**src/rtl/sdram_read_fifo.sv**
```systemverilog
// Single-clock 32-bit read-data buffer between sdram_read and the Wishbone read path.
// Define SDRAM_RFIFO_FWFT_EN for a first-word fall-through read port; default is registered.
module sdram_read_fifo #(
    parameter int unsigned DEPTH_LOG2  = 4,
    parameter int unsigned FULL_MARGIN = 2
) (
    input  logic                  clk,
    input  logic                  rst,
    input  logic                  fifo_wr,
    input  logic [31:0]           fifo_data,
    output logic                  fifo_full,
    input  logic                  flush,
    input  logic                  rd_en,
    output logic [31:0]           rd_data,
    output logic                  rd_valid,
    output logic                  empty,
    output logic [DEPTH_LOG2:0]   count,
    output logic                  overflow
);

    localparam int unsigned Depth = 1 << DEPTH_LOG2;
    localparam logic [DEPTH_LOG2:0] CountMax   = (DEPTH_LOG2 + 1)'(Depth);
    localparam logic [DEPTH_LOG2:0] FullThresh = (DEPTH_LOG2 + 1)'(Depth - FULL_MARGIN);

    logic [31:0]           mem [Depth];
    logic [DEPTH_LOG2-1:0] wr_ptr_q, wr_ptr_d;
    logic [DEPTH_LOG2-1:0] rd_ptr_q, rd_ptr_d;
    logic [DEPTH_LOG2:0]   count_q, count_d;
    logic                  overflow_q, overflow_d;
    logic                  rd_acc, wr_acc, mem_we;

    always_comb begin
        rd_acc     = rd_en && (count_q != '0);
        // A full FIFO still accepts a write when a word leaves on the same edge.
        wr_acc     = fifo_wr && ((count_q < CountMax) || rd_acc);
        mem_we     = wr_acc && !flush;
        wr_ptr_d   = wr_ptr_q;
        rd_ptr_d   = rd_ptr_q;
        count_d    = count_q;
        overflow_d = overflow_q;
        if (flush) begin
            wr_ptr_d   = '0;
            rd_ptr_d   = '0;
            count_d    = '0;
            overflow_d = 1'b0;
        end else begin
            if (wr_acc) wr_ptr_d = wr_ptr_q + 1'b1;
            if (rd_acc) rd_ptr_d = rd_ptr_q + 1'b1;
            case ({wr_acc, rd_acc})
                2'b10:   count_d = count_q + 1'b1;
                2'b01:   count_d = count_q - 1'b1;
                default: count_d = count_q;
            endcase
            if (fifo_wr && !wr_acc) overflow_d = 1'b1;
        end
    end

    always_ff @(posedge clk or negedge rst) begin
        if (!rst) begin
            wr_ptr_q   <= '0;
            rd_ptr_q   <= '0;
            count_q    <= '0;
            overflow_q <= 1'b0;
        end else begin
            wr_ptr_q   <= wr_ptr_d;
            rd_ptr_q   <= rd_ptr_d;
            count_q    <= count_d;
            overflow_q <= overflow_d;
        end
    end

    // Storage is intentionally left out of reset.
    always_ff @(posedge clk) begin
        if (mem_we) mem[wr_ptr_q] <= fifo_data;
    end

    assign count     = count_q;
    assign empty     = (count_q == '0);
    assign fifo_full = (count_q >= FullThresh);
    assign overflow  = overflow_q;

`ifdef SDRAM_RFIFO_FWFT_EN
    assign rd_data  = empty ? 32'h0 : mem[rd_ptr_q];
    assign rd_valid = !empty;
`else
    logic [31:0] rd_data_q;
    logic        rd_valid_q;

    always_ff @(posedge clk or negedge rst) begin
        if (!rst) begin
            rd_data_q  <= 32'h0;
            rd_valid_q <= 1'b0;
        end else if (flush) begin
            rd_valid_q <= 1'b0;
        end else begin
            rd_valid_q <= rd_acc;
            if (rd_acc) rd_data_q <= mem[rd_ptr_q];
        end
    end

    assign rd_data  = rd_data_q;
    assign rd_valid = rd_valid_q;
`endif

endmodule
```
**config.mk**
```make
export PLATFORM = sky130hd
export DESIGN_NAME = sdram_read_fifo
export DESIGN_NICKNAME = d
export VERILOG_FILES = /design/src/rtl/sdram_read_fifo.sv
export SDC_FILE = /design/constraint.sdc
export NUM_CORES = 1
export LEC_CHECK = 0
export CAP_MARGIN = 40
export CORE_MARGIN = 1.5
export CORE_UTILIZATION = 40
export CTS_BUF_LIST = sky130_fd_sc_hd__clkbuf_4
export DETAILED_ROUTE_END_ITERATION = 10
export PLACE_DENSITY = 0.67
export REMOVE_ABC_BUFFERS = 1
export SYNTH_ARGS = -nofsm -noshare
export SYNTH_HDL_FRONTEND = slang
export SYNTH_SLANG_ARGS = --single-unit
```
**constraint.sdc**
```tcl
create_clock -name clk -period 3.7 [get_ports clk]
set_input_delay 0.555 -clock clk [delete_from_list [all_inputs] [get_ports clk]]
set_output_delay 0.555 -clock clk [all_outputs]
set_load 0.05 [all_outputs]
```
==> flow_metrics.tcl, run 1 <==
set metrics [dict create \
    status "completed" \
    grt_max_degree 53 \
    fin_crit_sh 0.894 \
    area_growth_pct 18.4 \
    hold_viol 0 \
    pre_cts_slack_ps 673 \
    grt_util_all_layers 0.168 \
    p_total_uw 16200 \
    async_reset_ff_frac 0.0841 \
    synth_seq_cells 559 \
    via_per_inst 5.25 \
    hold_path.class "primary input to asynchronous set/reset pin" \
    dp_hpwl_um 25600 \
    cts_sinks 559 \
    path_cells "or4_1, nor2_1, dlygate4sd2_1" \
    die_area_mm2 0.0555 \
    routedWlPerCell_um 22.4 \
    cts_tree "built" \
    die_w_um 235 \
    gr-total-overflow 0 \
    antenna_left 0 \
    yosysWarnings 0 \
    synthTopCellsByArea "edfxtp_1, mux4_2, dfrtp_1" \
    max_stage_delay_ps 750 \
    synth_top_area_frac 0.711 \
    drv_slew 0 \
    ioPinCount 78 \
    drc_errors 0 \
    synth_area_mm2 0.0216 \
    maxSlewHeadroom 0.534 \
    setup_ws_ps 391 \
    fin_skew_ps 60.7 \
    antenna_found_initial 3 \
    vdd_drop_max_v 0.000238 \
    p_leak_uw 0.00832 \
    cp-end-kind "primary output" \
    powerDensity_mw_per_mm2 633 \
    arrival_ps 2750 \
    portBuffers 77 \
    synth_edf_count 512 \
    max_freq_mhz 302 \
    numCtsBuffers 140 \
    die_y_um 235 \
    cp_data_required_time_ps 3140 \
    setup_violations 0 \
    fin_nets 1238 \
    wirelength_um 44800 \
    timing.rr.end "count[4]" \
    clockBufferDepth 3 \
    core_mm2 0.0536 \
    place.gp.congestion 0.737 \
    clk_root_buffer_cell "clkbuf_4" \
    cap_viol_max_count 0 \
    start_util 0.403 \
    synth_top_area_cell "edfxtp_1" \
    startpoint_type "register" \
    final_cell_mix "edfxtp_1, clkbuf_4, mux4_2, clkdlybuf4s50_1, mux2i_1" \
    clock_latency_ps 830 \
    syn_area_per_cell_um2 22.2 \
    dr.pass1.iters 5 \
    clk_pin_slew_worst_paths_ps 70 \
    criticalPathCategory "register to primary output" \
    final_util 0.478 \
    cp_slowest_cell "or4_1" \
    layout-drive-gt1-share 0.360 \
    synth_top_flop_cell "edfxtp_1" \
    post-place-cells 1744 \
    rrSetupSlack_ps 860 \
    cts.htree.levels 4 \
    fin_crit_ps 3310 \
    stdcell_count 2002 \
    hold_ws_ps 241 \
    tightest_slew_ps 698 \
    critical_path.max_fanout 7 \
    rsz0062_at_grt "false" \
    yosysSeqAreaShare 0.766 \
    final_common_cell "edfxtp_1" \
    synth_cell_type_count 42 \
    rows 85 \
    vias 10500 \
    cts_setup_buffers 0 \
    grt_pass1_vias 11500 \
    grt_pass1_wl_um 69200 \
    reg2regPathDepth 9 \
    drtIter0Drc 843 \
    worstReg2RegStart "count[1]" \
    synth_cells 975 \
]
==> routing by layer <==
metal,track usage,part of all wire,vias to the layer above
met2,0.270,0.50,318
met3,0.0396,0.051,76
met5,0,0.00018,-
met4,0.0630,0.019,2
met1,0.224,0.43,5512
li1,-,-,4596
==> state kept, by name, summed over array words and instances (netlist names) <==
signal    count
rd_data      32
rd_valid      1
count         5
rd_ptr_q      4
overflow      1
wr_ptr_q      4
mem         512
==> power breakdown <==
| part | leakage, µW | internal [µW] | switching, µW |
|---|---|---|---|
| sequential | 0.00521 | 7160 | 264 |
| combinational | 0.00195 | 1350 | 1950 |
| clock | 0.00116 | 3110 | 2380 |
| total | 0.00832 | 11600 | 4590 |
==> what timing repair did <==
action | in CTS | in global routing
hold buffers | 2 | 0
resized for setup | 1 | 0
endpoints found under the setup margin | 1 | 0
hold endpoints to repair | 31 | 0
==> synth_stat cells, types with 3 or more instances <==
library cell and n:
a21oi_1 3, and2_1 5, buf_1 5, buf_2 20, buf_8 3, clkbuf_1 22
dfrtp_1 47, edfxtp_1 512, ha_1 8, inv_1 11, mux2_2 3, mux2i_1 65
mux4_2 128, nand2_1 39, nand3_1 6, nor2_1 27, nor2b_1 3, o21ai_0 4
o221ai_2 30, xnor2_1 3, xor2_1 4
==> per-stage QoR <==
stage / cell area [µm²] / TNS, ps
after floorplan: 21400 / -82880
after global placement: 23600 / 0
after detailed placement: 23600 / 0
after CTS: 25600 / 0
after global routing: 25600 / 0
final: 25600 / 0
==> logic make-up (layout without fill, tap and decap cells) <==
group	after synthesis	after routing	share of synthesized area
other	0	2	0
AO/OA/AOI/OAI	52	52	0.0291
AND/OR/NAND/NOR	89	89	0.0178
buffers and inverters	63	392	0.0142
flip-flops	559	559	0.766
XOR/XNOR	7	7	0.00284
adder cells (fa/ha/maj)	9	9	0.00556
multiplexers	196	196	0.165
==> critical path: cells and delay by family, from the launching register on <==
family / cells / cell delay (ps)
flip-flops: 1 / 450
buffers and inverters: 1 / 550
AND/OR/NAND/NOR: 2 / 920
==> worst max path at each step <==
stage | start | end | depth (start not counted)
2_1_floorplan | rd_ptr_q[1] | rd_data[7] | 3
3_3_place_gp | rd_en | mem[14][26] | 7
3_5_place_dp | rd_en | mem[14][14] | 7
4_1_cts | count[1] | empty | 3
5_1_grt | count[1] | empty | 3
6_report | count[1] | empty | 3
==> area by class of cell <==
| cell class | instances | area, µm² |
|---|---|---|
| clock buffer | 219 | 1640 |
| antenna | 2 | 5.00 |
| clock inverter | 35 | 300 |
| timing repair buffer | 127 | 1320 |
| multi-input combinational | 353 | 4870 |
| sequential | 559 | 16600 |
| tap | 696 | 871 |
| fill | 4432 | 28000 |
| inverter | 11 | 41.3 |
Power figures use the tool's default switching activity.
==> run 2, diff against run 1 <==
--- a/config.mk
+++ b/config.mk
@@ -7,10 +7,11 @@
 export LEC_CHECK = 0
 export CAP_MARGIN = 40
 export CORE_MARGIN = 1.5
-export CORE_UTILIZATION = 40
+export CORE_UTILIZATION = 55
 export CTS_BUF_LIST = sky130_fd_sc_hd__clkbuf_4
+export CTS_CLUSTER_SIZE = 24
 export DETAILED_ROUTE_END_ITERATION = 10
-export PLACE_DENSITY = 0.67
+export PLACE_DENSITY = 0.84
 export REMOVE_ABC_BUFFERS = 1
 export SYNTH_ARGS = -nofsm -noshare
 export SYNTH_HDL_FRONTEND = slang
==> flow_metrics.tcl, run 2 (same netlist as run 1, synthesis figures left out) <==
set metrics [dict create \
    post_cts_resized 0 \
    clkPwrFrac 0.312 \
    die_y_um 201 \
    grt_pass1_vias 11400 \
    p_sw_uw 4690 \
    fin_crit_sh 0.949 \
    die_w_um 201 \
    via_per_inst 6.11 \
    layout-drive-gt1-share 0.337 \
    timing.rr.end "count[4]" \
    grt_pass1_wl_um 70000 \
    drtIter0Drc 1103 \
    numCtsBuffers 133 \
    setup_violations 0 \
    drv_slew 0 \
    fin_nets 1215 \
    pwr-share-comb 0.210 \
    area_growth_pct 15.6 \
    antenna_left 0 \
    critical_path.max_fanout 7 \
    largest_reg_flops 512 \
    rrSetupSlack_ps 810 \
    cts_setup_buffers 0 \
    cts_sinks 559 \
    hold_path.class "primary input to asynchronous set/reset pin" \
    dp_hpwl_um 27100 \
    fin_skew_ps 51.3 \
    fin_crit_ps 3510 \
    hold_viol 0 \
    p_leak_uw 0.00804 \
    final_cell_mix "edfxtp_1, clkbuf_4, mux4_2, clkdlybuf4s50_1, mux2i_1" \
    postPlaceCellArea_mm2 0.0233 \
    vdd_drop_max_v 0.000374 \
    reg2regPathDepth 9 \
    worstReg2RegStart "count[1]" \
    gr-total-overflow 0 \
    vias 10900 \
    die_area_mm2 0.0405 \
    start_util 0.558 \
    core_mm2 0.0387 \
    routedWlPerCell_um 26.7 \
    dr.pass1.iters 5 \
    cp-end-kind "primary output" \
    wirelength_um 47500 \
    cap_viol_max_count 0 \
    portBuffers 77 \
    netSwitchingFraction 0.297 \
    cts_tree "built" \
    p_total_uw 15800 \
    status "completed" \
    clock_latency_ps 800 \
    place.gp.congestion 0.852 \
    grt_max_degree 44 \
    regMostFlops "mem" \
    cts.htree.levels 4 \
    grt_util_all_layers 0.237 \
    startpoint_type "register" \
    power_frac_seq 0.478 \
    clockBufferDepth 3 \
    internal_power_uw 11100 \
    tightest_slew_ps 899 \
    final_common_cell "edfxtp_1" \
    drc_errors 0 \
    rows 72 \
    rsz0062_at_grt "false" \
    clk_root_buffer_cell "clkbuf_4" \
    powerDensity_mw_per_mm2 631 \
    ioPinCount 78 \
    max_freq_mhz 285 \
    antenna_found_initial 2 \
    finalInstanceArea_mm2 0.0250 \
    setup_tns_ps 0 \
    criticalPathCategory "register to primary output" \
    clk_pin_slew_worst_paths_ps 70 \
    maxSlewHeadroom 0.400 \
    arrival_ps 2960 \
    cp_data_required_time_ps 3140 \
    nFillCells 2442 \
]
[run 2: per-stage QoR]
| stage | setup WS [ps] | util | hold slack, ps | cells |
|---|---|---|---|---|
| floorplan | -2400 | - | 259 | 923 |
| global placement | 746 | 0.602 | 474 | 1551 |
| detailed placement | 665 | 0.602 | 480 | 1551 |
| CTS | 137 | 0.645 | 329 | 1781 |
| global route | 33.0 | 0.645 | 381 | 1782 |
| finish | 187 | 0.645 | 344 | 1782 |
[run 2: metal layers]
layer  GRT usage  routed length [µm]  vias up
met5           0                  14        -
met4      0.0872                1020        2
met3      0.0729                5360       87
met2       0.357               23000      681
met1       0.331               18100     5598
li1            -                   -     4526
[run 2: what timing repair did]
action	CTS	global route
hold endpoints to repair	25	0
setup endpoints to repair	0	0
hold buffers	1	0
[run 2: cell type report]
cell class / count / area [µm²] / share of cell area
Clock inverter: 36 / 220 / 0.00881
Antenna cell: 1 / 2.50 / 0.000100
Tap cell: 518 / 648 / 0.0259
Clock buffer: 193 / 1450 / 0.0580
Multi-Input combinational cell: 353 / 4870 / 0.195
Inverter: 11 / 41.3 / 0.00165
Timing Repair Buffer: 111 / 1200 / 0.0480
Sequential cell: 559 / 16600 / 0.663
[run 2: power groups by stage]
stage               registers, µW  logic (µW)  clock network (µW)
floorplan                    8360        1570                   0
global placement             7650        3220                   0
detailed placement           7660        3310                   0
CTS                          7530        3330                4990
global route                 7560        3490                5320
finish                       7530        3310                4920
[run 2: worst max-delay path: stages (launching register included)]
cell,delay (ps)
dfrtp_1,440
or4_1,760
nor2_1,170
clkdlybuf4s50_1,810
[run 2: worst max-delay path by stage]
stage / from / slack (ps) / end / cells after the start
2_1_floorplan: rd_ptr_q[1] / -2400 / rd_data[7] / 3
3_3_place_gp: rd_en / 750 / mem[13][2] / 6
3_5_place_dp: rd_en / 670 / mem[9][2] / 6
4_1_cts: count[1] / 140 / empty / 3
5_1_grt: count[1] / 30 / empty / 3
6_report: count[1] / 190 / empty / 3
==> run 3, diff against run 2 <==
--- a/config.mk
+++ b/config.mk
@@ -6,6 +6,7 @@
 export NUM_CORES = 1
 export LEC_CHECK = 0
 export CAP_MARGIN = 40
+export CORE_ASPECT_RATIO = 0.7
 export CORE_MARGIN = 1.5
 export CORE_UTILIZATION = 55
 export CTS_BUF_LIST = sky130_fd_sc_hd__clkbuf_4
==> constraint.sdc (replaced) <==
create_clock -name clk -period 4 [get_ports clk]
set_input_delay 0.6 -clock clk [delete_from_list [all_inputs] [get_ports clk]]
set_output_delay 0.6 -clock clk [all_outputs]
set_load 0.05 [all_outputs]
==> flow_metrics.tcl, run 3 (same netlist as run 1, synthesis figures left out) <==
set metrics [dict create \
    status "completed" \
    cts_setup_buffers 0 \
    area_growth_pct 15.4 \
    rrSetupSlack_ps 1110 \
    core_mm2 0.0386 \
    ioPinCount 78 \
    antenna_left 0 \
    grt_util_all_layers 0.237 \
    cts.htree.levels 3 \
    final_common_cell "edfxtp_1" \
    critical_path.max_fanout 7 \
    pre_cts_slack_ps 746 \
    arrival_ps 3010 \
    rsz0062_at_grt "false" \
    setup_ws_ps 389 \
    n_antenna_cell 0 \
    largest_reg_flops 512 \
    fin_nets 1203 \
    postPlaceCellArea_mm2 0.0233 \
    dp_hpwl_um 27200 \
    via_per_inst 5.91 \
    worstReg2RegStart "count[1]" \
    routedWlPerCell_um 25.7 \
    drc_errors 0 \
    start_util 0.560 \
    cp-end-kind "primary output" \
    cap_viol_max_count 0 \
    clock_latency_ps 850 \
    fin_skew_ps 63.3 \
    layout-drive-gt1-share 0.339 \
    hold_buffers 1 \
    hold_path.class "primary input to asynchronous set/reset pin" \
    stdcell_count 1784 \
    die_w_um 240 \
    post-place-cells 1561 \
    die_y_um 169 \
    powerDensity_mw_per_mm2 573 \
    dr.pass1.iters 5 \
    die_area_mm2 0.0405 \
    post_cts_resized 0 \
    setup_violations 0 \
    regMostFlops "mem" \
    maxSlewHeadroom 0.484 \
    portBuffers 77 \
    drtIter0Drc 1027 \
    hold_viol 0 \
    gr-total-overflow 0 \
    grt_pass1_wl_um 69100 \
    vias 10500 \
    clockBufferDepth 3 \
    cts_sinks 559 \
    clk_pin_slew_worst_paths_ps 70 \
    tightest_slew_ps 770 \
    final_cell_mix "edfxtp_1, clkbuf_4, mux4_2, clkdlybuf4s50_1, mux2i_1" \
    timing.rr.end "count[4]" \
    place.gp.congestion 0.790 \
    numCtsBuffers 120 \
    drv_slew 0 \
    grt_pass1_vias 11300 \
    cp_data_required_time_ps 3400 \
    vdd_drop_max_v 0.000389 \
    antenna_found_initial 0 \
    criticalPathCategory "register to primary output" \
    fin_crit_ps 3610 \
    clk_root_buffer_cell "clkbuf_4" \
    rows 60 \
    fin_crit_sh 0.903 \
    cts_tree "built" \
    grt_max_degree 48 \
    reg2regPathDepth 9 \
    finalInstanceArea_mm2 0.0249 \
    p_leak_uw 0.00804 \
    max_freq_mhz 277 \
    startpoint_type "register" \
    wirelength_um 45900 \
]
## run 3: cell types whose count changed in the layout (fill, tap and decap cells not counted), sizes merged
cell      delta
bufinv       -2
clkbuf       +3
clkinvlp     -3
buf          +1
diode        -1
inv          +2
clkinv       -7
## run 3: per-layer routing
layer,up-vias,global-route usage,part of all wire
li1,4501,-,-
met1,5509,0.318,0.40
met2,466,0.384,0.51
met3,67,0.0559,0.078
met4,0,0.0850,0.020
met5,-,0,0
## run 3: worst max path at each step
stage,from,to,slack (ps),depth (start not counted)
5_1_grt,count[1],empty,260,3
6_report,count[1],empty,390,3
3_5_place_dp,rd_en,mem[2][3],750,6
4_1_cts,count[1],empty,310,3
2_1_floorplan,rd_ptr_q[1],rd_data[7],-2100,3
3_3_place_gp,rd_en,mem[2][15],830,6
## run 3: report_power, final
group	internal (µW)	switching (µW)	leakage, µW	total, µW
combinational	1250	1810	0.00187	3060
sequential	6620	253	0.00521	6880
clock	2220	2150	0.000965	4370
total	10100	4210	0.00804	14300
## run 3: layout make-up
class,count,area [µm²]
clock buffers,196,1470
clock inverters,26,125
fillers,2522,13600
inverters,11,41.3
multi-input cells,353,4870
flip-flops and latches,559,16600
well taps,527,659
repair buffers,112,1220
## run 3: metrics by stage
step                power (µW)  setup TNS (ps)  hold WS, ps  utilization
global placement         10000               0          473        0.603
floorplan                 9190          -72380          304            -
finish                   14300               0          436        0.647
detailed placement       10100               0          473        0.605
global route             14900               0          436        0.647
CTS                      14400               0          374        0.647
## run 3: critical path: stages (launching register included)
cell	delay (ps)
dfrtp_1	450
or4_1	750
nor2_1	150
clkdlybuf4s50_1	810
